===== src/rtl/display_pkg.sv =====
// Shared types and constants for the out_display back-end: BCD digit type,
// converter state encoding, active-low 7-segment patterns and the
// combinational helpers used by the converter and the decoder.
package display_pkg;

  typedef logic [3:0] bcd_digit_t;

  typedef enum logic [1:0] {
    IDLE,
    SHIFT,
    DONE
  } conv_state_e;

  // The BCD register always holds ten nibbles, enough for any 32-bit value.
  localparam int BCD_NIBBLES = 10;
  localparam int BCD_W       = 4 * BCD_NIBBLES;
  localparam int BIN_W       = 32;
  localparam int CNT_W       = 5;
  localparam logic [CNT_W-1:0] SHIFT_LAST = 5'd31;

  // Digit index register is sized for the largest legal DIGITS (10).
  localparam int IDX_W = 4;

  // Active-low segment patterns, bit0 = a ... bit6 = g.
  localparam logic [6:0] SEG_0     = 7'b1000000;
  localparam logic [6:0] SEG_1     = 7'b1111001;
  localparam logic [6:0] SEG_2     = 7'b0100100;
  localparam logic [6:0] SEG_3     = 7'b0110000;
  localparam logic [6:0] SEG_4     = 7'b0011001;
  localparam logic [6:0] SEG_5     = 7'b0010010;
  localparam logic [6:0] SEG_6     = 7'b0000010;
  localparam logic [6:0] SEG_7     = 7'b1111000;
  localparam logic [6:0] SEG_8     = 7'b0000000;
  localparam logic [6:0] SEG_9     = 7'b0010000;
  localparam logic [6:0] SEG_DASH  = 7'b0111111;
  localparam logic [6:0] SEG_BLANK = 7'b1111111;

  // Decimal digit to active-low segment pattern; non-decimal codes blank.
  function automatic logic [6:0] seg_decode(input bcd_digit_t d);
    case (d)
      4'd0:    return SEG_0;
      4'd1:    return SEG_1;
      4'd2:    return SEG_2;
      4'd3:    return SEG_3;
      4'd4:    return SEG_4;
      4'd5:    return SEG_5;
      4'd6:    return SEG_6;
      4'd7:    return SEG_7;
      4'd8:    return SEG_8;
      4'd9:    return SEG_9;
      default: return SEG_BLANK;
    endcase
  endfunction

  // Double-dabble correction: add 3 to every nibble that is 5 or more so
  // the following left shift carries correctly into the next decade.
  function automatic logic [BCD_W-1:0] add3_all(input logic [BCD_W-1:0] b);
    logic [BCD_W-1:0] r;
    r = b;
    for (int i = 0; i < BCD_NIBBLES; i++) begin
      if (b[4*i +: 4] >= 4'd5) r[4*i +: 4] = b[4*i +: 4] + 4'd3;
    end
    return r;
  endfunction

endpackage


===== src/rtl/bin2bcd_seq.sv =====
// Sequential 32-bit binary to BCD converter (shift-add-3). Starts a new
// conversion whenever the input word differs from the last one converted,
// then publishes the displayed nibbles and an overflow flag in DONE.
module bin2bcd_seq
  import display_pkg::*;
#(
  parameter int DIGITS = 8
) (
  input  logic                  clk,
  input  logic                  rst,
  input  logic [BIN_W-1:0]      value_i,
  output logic                  busy_o,
  output logic                  ovf_o,
  output logic [4*DIGITS-1:0]   disp_bcd_o
);

  conv_state_e           state_q, state_d;
  logic [BIN_W-1:0]      sh_q, sh_d;
  logic [BIN_W-1:0]      last_q, last_d;
  logic [BCD_W-1:0]      bcd_q, bcd_d;
  logic [CNT_W-1:0]      cnt_q, cnt_d;
  logic [4*DIGITS-1:0]   disp_q, disp_d;
  logic                  ovf_q, ovf_d;
  logic                  done;
  logic [BCD_W-1:0]      adj;

  // Any non-zero nibble above the displayed range means the value does not fit.
  function automatic logic calc_ovf(input logic [BCD_W-1:0] b);
    logic o;
    o = 1'b0;
    for (int i = 0; i < BCD_NIBBLES; i++) begin
      if (i >= DIGITS && b[4*i +: 4] != 4'd0) o = 1'b1;
    end
    return o;
  endfunction

  // Strobe for the single cycle whose edge commits the finished result.
  assign done   = (state_q == DONE);
  assign busy_o = (state_q != IDLE);
  assign ovf_o  = ovf_q;
  assign disp_bcd_o = disp_q;

  // Next-state and datapath: load in IDLE, one correction+shift per SHIFT cycle.
  always_comb begin
    // NOTE: every variable gets its hold value first so no branch can leave it
    // unassigned, which would otherwise infer a latch.
    state_d = state_q;
    sh_d    = sh_q;
    last_d  = last_q;
    bcd_d   = bcd_q;
    cnt_d   = cnt_q;
    disp_d  = disp_q;
    ovf_d   = ovf_q;
    adj     = add3_all(bcd_q);

    case (state_q)
      IDLE: begin
        if (value_i != last_q) begin
          sh_d    = value_i;
          last_d  = value_i;
          bcd_d   = '0;
          cnt_d   = '0;
          state_d = SHIFT;
        end
      end
      SHIFT: begin
        {bcd_d, sh_d} = {adj, sh_q} << 1;
        cnt_d = cnt_q + 5'd1;
        if (cnt_q == SHIFT_LAST) state_d = DONE;
      end
      DONE: begin
        state_d = IDLE;
      end
      default: state_d = IDLE;
    endcase

    if (done) begin
      disp_d = bcd_q[4*DIGITS-1:0];
      ovf_d  = calc_ovf(bcd_q);
    end
  end

  // State register; reset discards any partial conversion and the display.
  always_ff @(posedge clk) begin
    // NOTE: non-blocking assignments so every register samples pre-edge values.
    if (rst) begin
      state_q <= IDLE;
      sh_q    <= '0;
      last_q  <= '0;
      bcd_q   <= '0;
      cnt_q   <= '0;
      disp_q  <= '0;
      ovf_q   <= 1'b0;
    end else begin
      state_q <= state_d;
      sh_q    <= sh_d;
      last_q  <= last_d;
      bcd_q   <= bcd_d;
      cnt_q   <= cnt_d;
      disp_q  <= disp_d;
      ovf_q   <= ovf_d;
    end
  end

endmodule


===== src/rtl/out_display.sv =====
// Time-multiplexed active-low 7-segment back-end for the CPU OUT word.
// Converts the word to decimal and scans DIGITS digits, one every
// 2^REFRESH_BITS cycles, with anode and cathode registered together.
// Build option: define OUT_DISPLAY_LZB_EN for leading-zero blanking.
module out_display
  import display_pkg::*;
#(
  parameter int DIGITS       = 8,
  parameter int REFRESH_BITS = 16
) (
  input  logic              clk,
  input  logic              rst,
  input  logic [31:0]       value,
  output logic [6:0]        seg,
  output logic [DIGITS-1:0] an,
  output logic              busy,
  output logic              ovf
);

  localparam logic [DIGITS-1:0] AN_RST = ~DIGITS'(1);
`ifdef OUT_DISPLAY_LZB_EN
  localparam logic [6:0] SEG_RST = SEG_BLANK;
`else
  localparam logic [6:0] SEG_RST = SEG_0;
`endif

  logic [4*DIGITS-1:0]     disp_bcd;
  logic [REFRESH_BITS-1:0] presc_q, presc_d;
  logic [IDX_W-1:0]        idx_q, idx_d;
  logic [DIGITS-1:0]       an_q, an_d;
  logic [6:0]              seg_q, seg_d;
  bcd_digit_t              nib;
  logic                    blank;
`ifdef OUT_DISPLAY_LZB_EN
  logic                    zero_run;
`endif

  bin2bcd_seq #(
    .DIGITS (DIGITS)
  ) u_conv (
    .clk        (clk),
    .rst        (rst),
    .value_i    (value),
    .busy_o     (busy),
    .ovf_o      (ovf),
    .disp_bcd_o (disp_bcd)
  );

  assign seg = seg_q;
  assign an  = an_q;

  // Prescaler, digit index and the anode/segment pattern for the next index.
  always_comb begin
    presc_d = presc_q + REFRESH_BITS'(1);
    idx_d   = idx_q;
    if (&presc_q) begin
      idx_d = (idx_q == IDX_W'(DIGITS - 1)) ? '0 : idx_q + IDX_W'(1);
    end

    nib  = '0;
    an_d = '1;
    for (int i = 0; i < DIGITS; i++) begin
      if (IDX_W'(i) == idx_d) begin
        nib     = disp_bcd[4*i +: 4];
        an_d[i] = 1'b0;
      end
    end

    blank = 1'b0;
`ifdef OUT_DISPLAY_LZB_EN
    // Walk from the top digit down; a digit is blank while everything at and
    // above it is zero. Digit 0 always shows so a zero value reads "0".
    zero_run = 1'b1;
    for (int i = DIGITS - 1; i >= 0; i--) begin
      zero_run = zero_run && (disp_bcd[4*i +: 4] == 4'd0);
      if (IDX_W'(i) == idx_d && i != 0) blank = zero_run;
    end
`endif

    seg_d = ovf ? SEG_DASH : (blank ? SEG_BLANK : seg_decode(nib));
  end

  // Scan registers; anode and cathode load on the same edge to avoid ghosting.
  always_ff @(posedge clk) begin
    if (rst) begin
      presc_q <= '0;
      idx_q   <= '0;
      an_q    <= AN_RST;
      seg_q   <= SEG_RST;
    end else begin
      presc_q <= presc_d;
      idx_q   <= idx_d;
      an_q    <= an_d;
      seg_q   <= seg_d;
    end
  end

endmodule


===== config.mk =====
export PLATFORM = sky130hd
export DESIGN_NAME = out_display
export DESIGN_NICKNAME = d
export VERILOG_FILES = /design/src/rtl/display_pkg.sv /design/src/rtl/bin2bcd_seq.sv /design/src/rtl/out_display.sv
export SDC_FILE = /design/constraint.sdc
export NUM_CORES = 1
export LEC_CHECK = 0
export BUFFER_PORTS_ARGS = -buffer_cell sky130_fd_sc_hd__buf_2
export CAP_MARGIN = 20
export CORE_MARGIN = 4
export CORE_UTILIZATION = 50
export CTS_CLUSTER_SIZE = 20
export DETAILED_ROUTE_END_ITERATION = 10
export PLACE_DENSITY_LB_ADDON = 0.05
export SYNTH_ARGS = -nofsm -noshare
export SYNTH_HDL_FRONTEND = slang
export SYNTH_HIERARCHICAL = 1
export SYNTH_SLANG_ARGS = --single-unit

===== constraint.sdc =====
create_clock -name clk -period 8.35 [get_ports clk]
set_input_delay 1.2525 -clock clk [delete_from_list [all_inputs] [get_ports clk]]
set_output_delay 1.2525 -clock clk [all_outputs]
set_load 0.02 [all_outputs]

==> out/metrics.yaml, run 1 <==
run_status:
  status: "complete, no violations"
clocking:
  clk_path_buf_depth: 2
  postCtsSetupBuffers: 0
  clk_pin_slew_ns: 0.07
  cts_root_buf: "clkbuf_16"
  htree_num_levels: 4
  cts.sinks: 179
  numCtsBuffers: 17
  ctsHoldBuffers: 0
  insertion_delay_ns: 0.43
  cts_repair_resize_count: 0
  cts_tree: "built"
power:
  p_per_area_nw_per_um2: 190
  p_leak_nw: 3.86
  pwr-share-comb_pct: 7.7
  vdd_drop_max_mv: 0.146
  p_seq_share_pct: 49.5
  p_int_w: 0.00138
  swShare_pct: 24.2
  clockPowerShare_pct: 42.8
  p_switching_w: 0.000441
yosys:
  synth_top_area_share_pct: 41.2
  netlist-cell-type-count: 68
  synth_seq_cells: 179
  synthCells: 995
  synth-edff-count: 0
  async_reset_ff_share_pct: 0
  syn_nets: 1056
  synthTopCellsByCount: "dfxtp_1, nand2_1, nor2_1"
  ys.flop_type: "dfxtp_1"
  ys_seq_area_share_pct: 41.2
  synthTopCellsByArea: "dfxtp_1, nand2_1, xor2_1"
  syn-cell-area_sq_um: 8690
  synth.largest_area_cell: "dfxtp_1"
  yosysMostFrequentCell: "dfxtp_1"
  avgSynthCellArea_sq_um: 8.74
  yosys_warnings: 6
min_path:
  hold_end: "u_conv/disp_bcd_o[11]"
  holdPathStages: 2
  hp-class: "register to register"
  hold_start: "u_conv/disp_bcd_o[11]"
floorplan:
  die_y_um: 140
  start_util_pct: 51.7
  io_pins: 51
  rows: 47
  die_w_um: 140
  dieArea_sq_um: 19600
  core_area_sq_um: 16800
layout:
  fillCellCount: 1570
  finish.net_count: 1072
  fin_cells: 1244
  diodes: 0
  layout-drive-gt1-share_pct: 15.8
  area_growth_pct: 10.2
grt:
  overflow: 0
  grt_pass1_wl_mm: 33.5
  grt_max_degree: 104
  antenna_found_initial: 0
  grt_util_all_layers_pct: 20.8
  grt_pass1_vias: 6619
sta:
  worstMarginPinSlew_ns: 1.05
  setup_violations: 0
  period_needed_ns: 3.50
  post-route-period-util_pct: 41.9
  setup_tns_ns: 0
  rsz0062_at_grt: "no"
  slew_headroom_pct: 29.8
  finClkSkew_ns: 0.00907
  finalHoldViolCount: 0
  setup_ws_ns: 4.85
  fmax_ghz: 0.286
  maxSlewViolCount: 0
worst_setup_path:
  rrSetupSlack_ns: 4.85
  arrival_ns: 3.79
  cp-end-kind: "register"
  crit_path_top_delay_cell: "or4_4"
  cp-start-kind: "register"
  rr_startpoint: "presc_q[3]"
  slowest_delay_ns: 0.60
  crit_type: "register to register"
  critical_path.cell_chain: "and3_4 -> nand3_4 -> or4_4 -> mux2_4 -> mux2_4 -> a222oi_1 -> o32a_2 -> inv_1 -> ha_1 -> nor3_1 -> o21bai_1 -> a21oi_1"
  cp.required_ns: 8.64
  reg2reg_to: "seg[5]"
  cp.buffers_inverters: 1
  r2r_cells: 12
  crit_top_cell: "mux2_4"
  crit_fanout: 10
  crit_family: "simple AND/OR/NAND/NOR gates"
placed_design:
  io_buffers: 50
  dp_hpwl_mm: 13.1
  gp_congestion: 0.813
  dp_cells: 1212
  pre_cts_ws_ns: 4.87
routing:
  avgRoutedWirePerCell_um: 16.3
  wl_mm: 20.2
  firstDrtPassIters: 5
  vias: 6905
  route.detailed.drc: 0
  drtIter0Drc: 393
  routed_via_density: 5.55
  ant_nets: 0
run:
  drv_cap: 0
## flip-flops by register name (all words and copies together), names as in the netlist
signal / cells
idx_q: 4
seg: 7
an: 8
u_conv/cnt_q: 5
u_conv/ovf_o: 1
presc_q: 16
u_conv/last_q: 32
u_conv/state_q: 2
u_conv/disp_bcd_o: 32
u_conv/bcd_q: 40
u_conv/sh_q: 32
## through the flow
| step | util [%] | area [sq um] | total power [W] | hold slack, ns |
|---|---|---|---|---|
| 6_report | 57.0 | 9580 | 0.00182 | 0.456 |
| 5_1_grt | 57.0 | 9580 | 0.00188 | 0.478 |
| 4_1_cts | 57.0 | 9580 | 0.00183 | 0.458 |
| 3_5_place_dp | 53.6 | 9010 | 0.00106 | 0.437 |
| 3_3_place_gp | 53.6 | 9010 | 0.00106 | 0.434 |
| 2_1_floorplan | - | 8690 | 0.00102 | 0.418 |
## power by group through the flow
| stage | registers, W | clock network (W) | logic [W] |
|---|---|---|---|
| after CTS | 0.000898 | 0.000794 | 0.000142 |
| after detailed placement | 0.000917 | 0 | 0.000142 |
| after global placement | 0.000917 | 0 | 0.000140 |
| after floorplan | 0.000913 | 0 | 0.000102 |
| final | 0.000899 | 0.000778 | 0.000141 |
| after global routing | 0.000901 | 0.000827 | 0.000156 |
## final cells by class
class,instances,area [sq um],area share (%)
inverters,29,109,1.14
flip-flops and latches,179,3580,37.4
clock inverters,7,73.8,0.771
repair buffers,59,320,3.34
multi-input cells,725,4720,49.3
well taps,220,275,2.87
clock buffers,25,495,5.17
## worst reg2reg max path, cell delays in order (launching register included)
cell,delay [ns]
dfxtp_1,0.39
and3_4,0.24
nand3_4,0.09
or4_4,0.60
mux2_4,0.41
mux2_4,0.32
a222oi_1,0.30
o32a_2,0.27
inv_1,0.08
ha_1,0.19
nor3_1,0.24
o21bai_1,0.15
a21oi_1,0.08
## worst max path at each step
stage                from         endpoint  slack [ns]  cells after the start
2_1_floorplan  presc_q[3]           seg[6]        5.02                     14
3_3_place_gp   presc_q[3]           seg[6]        4.90                     12
3_5_place_dp    value[24]  u_conv/sh_q[12]        4.87                      7
4_1_cts        presc_q[0]           seg[6]        4.85                     12
5_1_grt        presc_q[0]           seg[5]        4.65                     12
6_report       presc_q[3]           seg[5]        4.85                     12
## logic make-up (layout without fill, tap and decap cells)
kind of cell | after synthesis | in the layout | synth area share (%)
DFF | 179 | 179 | 41.2
xor gates and xnor gates | 63 | 63 | 6.35
and+or+nand+nor | 377 | 377 | 20.1
buffers and inverters | 91 | 120 | 4.78
AOI/OAI and AO/OA | 209 | 209 | 17.5
muxes | 49 | 49 | 6.09
adders and majority gates | 27 | 27 | 3.89
## metal layers
metal / vias to the layer above / global-route usage [%] / part of all wire (%)
met1: 3247 / 27.6 / 48
li1: 3525 / - / -
met5: - / 0 / 0
met3: 25 / 4.91 / 3.4
met2: 108 / 33.9 / 48
met4: 0 / 5.51 / 1.2
## cells in the final DEF, fill, tap and decap left out, types with 4 or more instances in the layout
master / netlist / layout
buf_2: 12 / 49
o22ai_1: 13 / 13
nor2b_1: 6 / 5
nand4_1: 6 / 6
nor4_2: 10 / 10
o221a_2: 31 / 31
dfxtp_1: 179 / 179
nor3_1: 13 / 13
nor2_1: 113 / 112
a41o_1: 18 / 18
nand2_1: 148 / 147
clkbuf_16: 0 / 17
xnor2_1: 14 / 14
buf_4: 0 / 10
inv_1: 29 / 28
mux2i_1: 39 / 39
mux2_4: 4 / 4
ha_1: 27 / 27
a21oi_1: 74 / 74
mux2_2: 5 / 5
nand3_1: 33 / 33
nand2b_1: 15 / 15
nor4_1: 10 / 10
a31oi_1: 12 / 12
xor2_1: 49 / 49
clkbuf_1: 42 / 4
clkbuf_8: 2 / 4
o21ai_0: 32 / 32
clkinvlp_4: 0 / 4
No activity file was read; power rests on OpenSTA's default activity.
==> run 2, diff against run 1 <==
Clock period 8.35 ns to 3.6 ns, I/O delays scaled along.
==> out/metrics.yaml, run 2 (same netlist as run 1, synthesis figures left out) <==
sta:
  setup_violations: 0  # unchanged
  finClkSkew_ns: 0.00815  # -0.000918 ns
  post-route-period-util_pct: 95.5  # +54 points
  worstMarginPinSlew_ns: 1.04  # -0.00853 ns
  finalHoldViolCount: 0  # unchanged
  holdWs_ns: 0.379  # -0.0769 ns
  period_needed_ns: 3.44  # -0.0660 ns
  slew_headroom_pct: 30.3  # +0.57 points
  fmax_ghz: 0.291  # +1.9%
  maxSlewViolCount: 0  # unchanged
worst_setup_path:
  arrival_ns: 3.79  # about the same
  crit_fanout: 9  # -1
  cp.required_ns: 3.95  # -4.69 ns
  crit_type: "register to register"
  cp-start-kind: "register"
  cp-end-kind: "register"
floorplan:
  die_y_um: 140  # unchanged
  io_pins: 51  # unchanged
  rows: 47  # unchanged
  die_w_um: 140  # unchanged
  dieArea_sq_um: 19600  # unchanged
  core_area_sq_um: 16800  # unchanged
  start_util_pct: 51.7  # unchanged
clocking:
  clk_path_buf_depth: 2  # unchanged
  ctsHoldBuffers: 0  # unchanged
  insertion_delay_ns: 0.43  # about the same
  cts_root_buf: "clkbuf_16"
  clk_pin_slew_ns: 0.07  # about the same
  cts_tree: "built"
  numCtsBuffers: 17  # unchanged
  cts.sinks: 179  # unchanged
  htree_num_levels: 4  # unchanged
layout:
  regMostFlops: "u_conv/bcd_q"
  final_common_cell: "dfxtp_1"
  diodes: 0  # unchanged
  layout_common_cells: "dfxtp_1, nand2_1, nor2_1"
  final_area_sq_um: 9670  # +0.94%
  area_growth_pct: 11.2
  largest_reg_flops: 40  # unchanged
  layout-drive-gt1-share_pct: 17.1  # +1.3 points
  finish.net_count: 1082  # +0.93%
  fillCellCount: 1584  # +0.89%
  utilization_pct: 57.5  # +0.54 points
routing:
  route.detailed.drc: 0  # unchanged
  routed_via_density: 5.54  # -0.21%
  vias: 6946  # +0.59%
  ant_nets: 0  # unchanged
  wl_mm: 20.3  # +0.59%
  drtIter0Drc: 372  # -5.3%
  firstDrtPassIters: 5  # unchanged
  avgRoutedWirePerCell_um: 16.2  # -0.21%
power:
  p_leak_nw: 3.92  # +1.6%
  vdd_drop_max_mv: 0.367  # +150%
  p_per_area_nw_per_um2: 437  # +130%
run_status:
  status: "complete, no violations"
grt:
  grt_pass1_vias: 6578  # -0.62%
  grt_pass1_wl_mm: 33.7  # +0.45%
  antenna_found_initial: 0  # unchanged
  grt_util_all_layers_pct: 20.9  # +0.17 points
  grt_max_degree: 90  # -13%
  overflow: 0  # unchanged
run:
  drv_cap: 0  # unchanged
placed_design:
  io_buffers: 50  # unchanged
  dp_hpwl_mm: 13.4  # +2.7%
  post_dp_cell_area_sq_um: 9050  # +0.50%
  gp_congestion: 0.869  # +6.9%
min_path:
  hp-class: "input pin to register"
## run 2: changes by cell type in the layout (fill, tap and decap cells not counted), moves of 2 or more
cell / delta
buf_4: +10
clkinv_2: +4
clkbuf_1: -3
clkbuf_8: -3
inv_6: +2
## run 2: area by class of cell
cell class / count / area (sq um) / area share (%)
Multi-Input combinational cell: 725 / 4730 / 48.9
Sequential cell: 179 / 3580 / 37.1
Clock buffer: 19 / 443 / 4.58
Timing Repair Buffer: 69 / 395 / 4.09
Tap cell: 220 / 275 / 2.85
Clock inverter: 13 / 134 / 1.38
Inverter: 29 / 109 / 1.13
## run 2: worst paths after layout
path,from,to,slack (ns),cells past startpoint
max,presc_q[3],seg[1],0.16,11
min,value[18],u_conv/last_q[18],0.38,3
max reg2reg,presc_q[3],seg[1],0.16,11
min reg2reg,presc_q[0],presc_q[0],0.45,1
## run 2: layer usage
metal | vias to the layer above | routed length [um] | GRT usage (%)
met5 | - | 0 | 0
met4 | 0 | 383 | 6.43
met3 | 24 | 763 | 4.49
met2 | 123 | 9980 | 35.6
met1 | 3239 | 9210 | 26.7
li1 | 3560 | - | -
## run 2: timing repair
action,in CTS,in global routing
gates resized for setup,0,2
setup endpoints to repair,0,3
setup buffers,0,4
## run 2: where the power goes
part / switching [W] / total (W) / internal (W)
registers: 0.0000385 / 0.00208 / 0.00204
logic: 0.000206 / 0.000329 / 0.000123
clock network: 0.000778 / 0.00182 / 0.00104
total: 0.00102 / 0.00423 / 0.00320
## run 2: stage by stage
step / power [W] / cells / setup TNS, ns / worst slack, ns
2_1_floorplan: 0.00235 / 995 / 0 / 0.268
3_3_place_gp: 0.00245 / 1218 / 0 / 0.160
3_5_place_dp: 0.00245 / 1218 / 0 / 0.138
4_1_cts: 0.00428 / 1250 / 0 / 0.128
5_1_grt: 0.00440 / 1254 / -0.00561 / -0.00561
6_report: 0.00423 / 1254 / 0 / 0.164
## run 2: critical path, cell delays in order, from the launching register on
cell	delay, ns
dfxtp_1	0.38
and3_4	0.24
nand3_4	0.09
or4_4	0.60
mux2_4	0.39
mux2_4	0.31
a222oi_1	0.31
o32a_2	0.26
inv_1	0.07
ha_1	0.29
a2bb2o_1	0.28
a21oi_1	0.13
